===== config.mk =====
export PLATFORM = sky130hd
export DESIGN_NAME = mlp_top
export DESIGN_NICKNAME = d
export VERILOG_FILES = /design/src/rtl/mlp_top.sv
export SDC_FILE = /design/constraint.sdc
export NUM_CORES = 2
export LEC_CHECK = 0
export ABC_AREA = 1
export CAP_MARGIN = 20
export CELL_PAD_IN_SITES_DETAIL_PLACEMENT = 1
export CELL_PAD_IN_SITES_GLOBAL_PLACEMENT = 1
export CORE_UTILIZATION = 52
export CTS_CLUSTER_SIZE = 10
export DETAILED_ROUTE_END_ITERATION = 10
export PLACE_DENSITY_LB_ADDON = 0.12
export SYNTH_ARGS = -nofsm -noshare
export SYNTH_HDL_FRONTEND = slang
export SYNTH_SLANG_ARGS = --single-unit
export TNS_END_PERCENT = 100

===== constraint.sdc =====
create_clock -name clk -period 10.05 [get_ports clk]
set_clock_uncertainty 0.1 [all_clocks]
set_input_delay 2.01 -clock clk [delete_from_list [all_inputs] [get_ports clk]]
set_output_delay 2.01 -clock clk [all_outputs]
set_load 0.01 [all_outputs]

===== src/rtl/mlp_top.sv =====
// Streaming int8 vector core: buffers a 64/128-element vector, applies a
// requantizing ReLU with a runtime Q4.8 scale, then streams results out.
module mlp_top #(
  parameter int DATA_SIZE = 32,
  parameter int MAX_LEN   = 128
) (
  input  logic                 clk,
  input  logic                 rst,
  input  logic                 mode,
  input  logic [11:0]          scaling_factor,
  input  logic                 ready,
  input  logic [DATA_SIZE-1:0] data_in,
  output logic                 valid,
  output logic [DATA_SIZE-1:0] ofmap,
  output logic                 done
);

  localparam int AW = $clog2(MAX_LEN);

  typedef enum logic [1:0] {IDLE, LOAD, COMPUTE, OUTPUT} state_t;

  state_t state, next_state;

  logic [7:0]  vbuf [MAX_LEN];
  logic [AW:0] cnt;
  logic        len;
  logic [11:0] sf;

  logic [AW:0] last_word, last_elem, n_elems;
  logic [7:0]  x, y;
  logic signed [20:0] prod, r;

  assign last_word = len ? (AW+1)'(MAX_LEN/4 - 1) : (AW+1)'(MAX_LEN/8 - 1);
  assign last_elem = len ? (AW+1)'(MAX_LEN - 1)   : (AW+1)'(MAX_LEN/2 - 1);
  assign n_elems   = len ? (AW+1)'(MAX_LEN)       : (AW+1)'(MAX_LEN/2);

  // Requantize: round half-up via +128 before the arithmetic shift, then clamp to [0,127].
  assign x    = vbuf[cnt[AW-1:0]];
  assign prod = 21'(signed'(x)) * 21'(signed'({1'b0, sf}));
  assign r    = (prod + 21'sd128) >>> 8;

  always_comb begin
    y = r[7:0];
    if (r < 21'sd0)
      y = 8'd0;
    else if (r > 21'sd127)
      y = 8'd127;
  end

  always_ff @(posedge clk) begin
    if (!rst)
      state <= IDLE;
    else
      state <= next_state;
  end

  always_comb begin
    next_state = state;
    case (state)
      IDLE:    if (ready) next_state = LOAD;
      LOAD:    if (cnt == last_word) next_state = COMPUTE;
      COMPUTE: if (cnt == last_elem) next_state = OUTPUT;
      OUTPUT:  if (cnt == n_elems) next_state = IDLE;
      default: next_state = IDLE;
    endcase
  end

  // OUTPUT spends one extra cycle after the last element so valid drops before IDLE.
  always_ff @(posedge clk) begin
    if (!rst) begin
      cnt   <= '0;
      valid <= 1'b0;
      done  <= 1'b0;
      ofmap <= '0;
      len   <= 1'b0;
      sf    <= '0;
    end else begin
      valid <= 1'b0;
      done  <= 1'b0;
      ofmap <= '0;
      case (state)
        IDLE: begin
          cnt <= '0;
          if (ready) begin
            len <= mode;
            sf  <= scaling_factor;
          end
        end
        LOAD:    cnt <= (cnt == last_word) ? '0 : cnt + 1'b1;
        COMPUTE: begin
          if (cnt == last_elem) begin
            cnt  <= '0;
            done <= 1'b1;
          end else begin
            cnt <= cnt + 1'b1;
          end
        end
        OUTPUT: begin
          if (cnt != n_elems) begin
            valid <= 1'b1;
            ofmap <= {{(DATA_SIZE-8){1'b0}}, x};
            cnt   <= cnt + 1'b1;
          end else begin
            cnt <= '0;
          end
        end
        default: cnt <= '0;
      endcase
    end
  end

  always_ff @(posedge clk) begin
    if (state == LOAD) begin
      for (int unsigned k = 0; k < 4; k++)
        vbuf[{cnt[AW-3:0], 2'(k)}] <= data_in[8*k +: 8];
    end else if (state == COMPUTE) begin
      vbuf[cnt[AW-1:0]] <= y;
    end
  end

endmodule


## Word level (Yosys, flattened, before mapping)

Memories as Yosys holds them, arrays and structs flattened. A register that Yosys moved wholly into a read port is not among the register bits.
Cells that the tools add are included.
Widths: inputs -> output; s select.

| word-level totals | value |
|---|---|
| bits in registers | 57 |
| bits in writable memories | 1,024 |
| bits of input ports | 48 |
| output and inout port bits | 34 |
| logic and storage cells | 57 |
| memories kept | 1 |

| operators by class | value |
|---|---|
| add/sub/neg operators | 2 |
| multiply operators | 1 |
| magnitude comparators | 2 |
| equal/unequal tests | 11 |
| muxes and demuxes | 25 |
| reductions and logical operators | 7 |

Memories:

| memory | depth | width | rd ports | clocked after Yosys merged registers in | wr ports | line | RTL |
|---|---|---|---|---|---|---|---|
| vbuf | 128 | 8 | 1 | 1 | 4 | 24 | `logic [7:0] vbuf [MAX_LEN];` |

Operator list:

| cell | count |
|---|---|
| $mux 8 | 7 |
| $pmux 8 s4 | 1 |
| $add 21x9->21 const B | 1 |
| $mul 8x13->21 | 1 |
| $mux 7 | 3 |
| $gt 13x8->1 const B | 1 |
| $lt 13x1->1 const B | 1 |
| $add 8x1->8 const B | 1 |
| $eq 8x5->1 | 1 |
| $eq 8x7->1 | 1 |
| $eq 8x8->1 | 1 |
| $mux 1 | 8 |
| $mux 2 | 4 |
| $ne 2x2->1 const B | 4 |
| $ne 8x8->1 | 1 |
| $pmux 2 s4 | 1 |
| $reduce_or 8->1 | 1 |
| $reduce_and 2->1 | 3 |
| $mux 5 | 1 |
| $eq 2x2->1 const B | 2 |
| $reduce_and 4->1 | 1 |
| $reduce_and 3->1 | 1 |
| $eq 2x1->1 const B | 1 |
| $logic_not 2->1 | 1 |

## Longest topological paths before layout

| depth | value |
|---|---|
| depth in word-level cells | 6 |
| depth in mapped cells | 42 |
| depth with buffers taken out | 37 |

## Least setup slack after synthesis

No wires, ideal clock.

| path | value |
|---|---|
| kind | register to register |
| start | reg cnt[1] |
| end | mem vbuf[81][6] (data pin) |
| setup time | 0.253 ns |
| data arrival time | 6.131 ns |
| required time | 9.697 ns |
| setup slack | 3.565 ns |
| stages on the path, launching flop included | 35 |
| buffers on the path | 5 |
| period minus slack after synthesis | 6.485 ns |
| cells stage by stage | dfxtp_1 > buf_4 > inv_4 > nand3_1 > inv_2 > buf_2 > buf_2 > a22oi_1 > nand3_1 > o21ai_0 > nand2_1 > nor3_2 > nand2_2 > nand2_1 > fa_1 > fa_1 > inv_1 > fa_1 > fa_1 > fa_1 > ha_1 > a21oi_1 > nor2_1 > nor2_1 > o21ai_0 > nand2_1 > nand2_1 > nand2_1 > nand2_1 > nor2_2 > nand3_1 > buf_2 > clkbuf_1 > nand3_1 > nand2_1 |

RTL lines:

| element | line | RTL |
|---|---|---|
| start, declared | 25 | `logic [AW:0] cnt;` |
| start signal, assigned | 89 | `LOAD: cnt <= (cnt == last_word) ? '0 : cnt + 1'b1;` |
| start signal, assigned | 95 | `cnt <= cnt + 1'b1;` |
| start signal, assigned | 102 | `cnt <= cnt + 1'b1;` |
| end, declared | 24 |  |

==> results by group <==
Logic synthesis
  – Synthesized area: 0.0604 sq mm
  – Seq/Total Area, Yosys: 0.520
  – Async SR Flop Fraction: 0
  – EDFF count, synth: 1,024
  – Synth Register Bits: 1,057
  – Mean Syn Cell Area: 8.03 sq um
  – Biggest area consumer among synthesized cells: edfxtp_1
  – Post-synth top flop: edfxtp_1
  – Gate Count Post-Synth: 7,520
  – Share of the synthesized area in the top cell type: 0.509
  – Synthesis warning total: 0
  – Post-synth cell types: 43
  – Main area contributors after synthesis: edfxtp_1 (51%), nand2_1 (23%), nand3_1 (7.8%)

Critical path
  – CP Buf/Inv Count: 6
  – Crit path max-delay family: simple AND/OR/NAND/NOR gates
  – Worst Setup Start Kind: flip-flop
  – CP max stage delay: 0.74 ns
  – Most frequent cell on the critical path: nand2_1
  – Arr. time, crit path: 10.39 ns
  – Crit Path Class: flip-flop to flip-flop
  – Crit. End Element: flip-flop
  – Worst path required time: 10.56 ns
  – Crit-path max FO: 128
  – Slowest-stage cell, CP: dfxtp_4

Final layout
  – Most frequent cells in the layout: nand2_1 (3,623), edfxtp_1 (1,024), nand3_1 (935), nor2_1 (334), inv_1 (278)
  – FILL cells: 13,900
  – # nets final: 7,549
  – Area growth syn-to-layout: 8.18%
  – Most common cell after layout, fill and taps aside: nand2_1
  – Share of cells above drive strength 1: 0.0662

Floorplanning
  – Die height: 343 um
  – Die W: 343 um
  – Floorplan row count: 124
  – Total die area: 0.118 sq mm
  – Ports: 82
  – Starting Density: 0.526
  – Core area: 0.115 sq mm

Clocking
  – Root buffer cell: clkbuf_16
  – Clock tree buffer depth: 3
  – CTS Buf Count: 121
  – Post-CTS setup buffers: 0
  – Clock slew at reported path FFs: 0.06 ns
  – Sink Count: 1,057
  – # hold bufs at CTS: 0
  – TritonCTS clock tree: done
  – Resized Gates After CTS: 0
  – Worst-Skew Late Latency: 0.77 ns
  – H-tree depth: 3

Power
  – P_leak: 28.3 nW
  – PwrDens: 263 mW/mm^2
  – VDD IR max: 0.560 mV
  – Total power: 17.2 mW

Drt
  – Vias/cell: 6.53
  – Post-DRT Antenna Nets: 0
  – DRC violations left: 0
  – Vias: 58,500
  – Final WL: 270,000 um
  – Initial drt markers: 8,792
  – Pre-antenna DRT Iters: 8
  – WL/cell: 30.2 um

Timing
  – Final worst path period share: 0.982
  – Fin. Hold Viols: 0
  – Final setup viols: 0
  – Fmax: 0.101 GHz
  – RSZ-0062 raised after global routing: no
  – Tmin final: 9.87 ns
  – Worst setup margin: 0.177 ns
  – Rel. slew slack: 0.184
  – Fin Setup TNS: 0 ns
  – Worst-margin pin slew: 1.22 ns
  – Slew Limit Fails: 0

Run status
  – Status: finished clean

Global route
  – Total GRT Usage: 0.456
  – Vias in the first global route: 58,200
  – Initial antenna violation count: 7
  – Total grt overflow: 0
  – First-pass GRT wire length: 388,000 um
  – Largest net degree at the start of global routing: 129

Placement
  – Detail Placement HPWL: 158,000 um
  – Gp weighted congestion: 0.943
  – IO buf count: 57
  – Setup Slack @ Placement: 0.658 ns

Flow run
  – Max-cap violations: 0

Worst hold path
  – Min-Delay Path Class: flip-flop to flip-flop
routing by layer:
metal | track usage | vias to the layer above | wire, um
met5 | 0 | - | 32
met4 | 0.289 | 4 | 20200
met3 | 0.122 | 1110 | 39100
met2 | 0.677 | 4464 | 117000
met1 | 0.591 | 28600 | 94100
li1 | - | 24300 | -
cell families after synthesis:
family | synth area share
and+or+nand+nor | 0.350
DFF | 0.520
buffers and inverters | 0.0598
AOI/OAI and AO/OA | 0.0342
adders and majority gates | 0.0345
xor gates and xnor gates | 0.00201
other | 0.0000621
flip-flops by register name, indices dropped and copies added, names as in the netlist:
| signal | flops |
|---|---|
| valid | 1 |
| ofmap | 8 |
| done | 1 |
| state | 2 |
| sf | 12 |
| len | 1 |
| cnt | 8 |
| vbuf | 1024 |
worst reg2reg max path: cells and delay by family, from the launching register on:
kind                     cells  cell delay, ns
adder cells (fa/ha/maj)      6            2.72
flip-flops                   1            0.74
AND/OR/NAND/NOR             21            3.69
AO/OA/AOI/OAI                2            0.41
buffers and inverters        6            2.05
final cells by class:
cell class                      count  area [sq um]  share of cell area
Multi-Input combinational cell   5667         25600               0.392
Antenna cell                        5          12.5            0.000191
Clock inverter                     19           133             0.00203
Sequential cell                  1057         31400               0.481
Clock buffer                      171          3270              0.0500
Tap cell                         1512          1890              0.0289
Inverter                          333          1270              0.0195
Timing Repair Buffer              190          1770              0.0270
synthesized netlist by cell type (all sizes together) (15+ instances only):
master / n
nand2: 3625
edfxtp: 1024
nand3: 949
nor2: 401
inv: 333
buf: 320
a21oi: 221
clkbuf: 166
o21ai: 121
ha: 72
fa: 59
nand4: 54
nor3: 51
dfxtp: 33
a22oi: 32
or2: 15
path summary, 6_finish.rpt:
check             startpoint           end  slack (ns)  cells after the start
setup / recovery      cnt[1]  vbuf[101][4]        0.18                     35
hold / removal        cnt[7]        cnt[7]        0.43                      2
setup reg to reg      cnt[1]  vbuf[101][4]        0.18                     35
hold reg to reg       cnt[7]        cnt[7]        0.43                      2
metrics by stage:
step,area [sq um],hold WS [ns],instances,utilization
5_1_grt,65300,0.440,8949,0.569
2_1_floorplan,60500,0.372,7543,-
4_1_cts,65300,0.428,8949,0.569
3_3_place_gp,61900,0.391,8759,0.540
6_report,65400,0.432,8954,0.569
3_5_place_dp,61900,0.412,8759,0.540
where the power goes:
group	switching, mW	internal, mW	leakage, nW	total (mW)
combinational	6.27	1.87	17.2	8.14
clock	1.87	2.22	1.64	4.09
sequential	0.0494	4.91	9.48	4.96
total	8.19	8.99	28.3	17.2
Note: power is estimated with default switching activity, not from simulation.
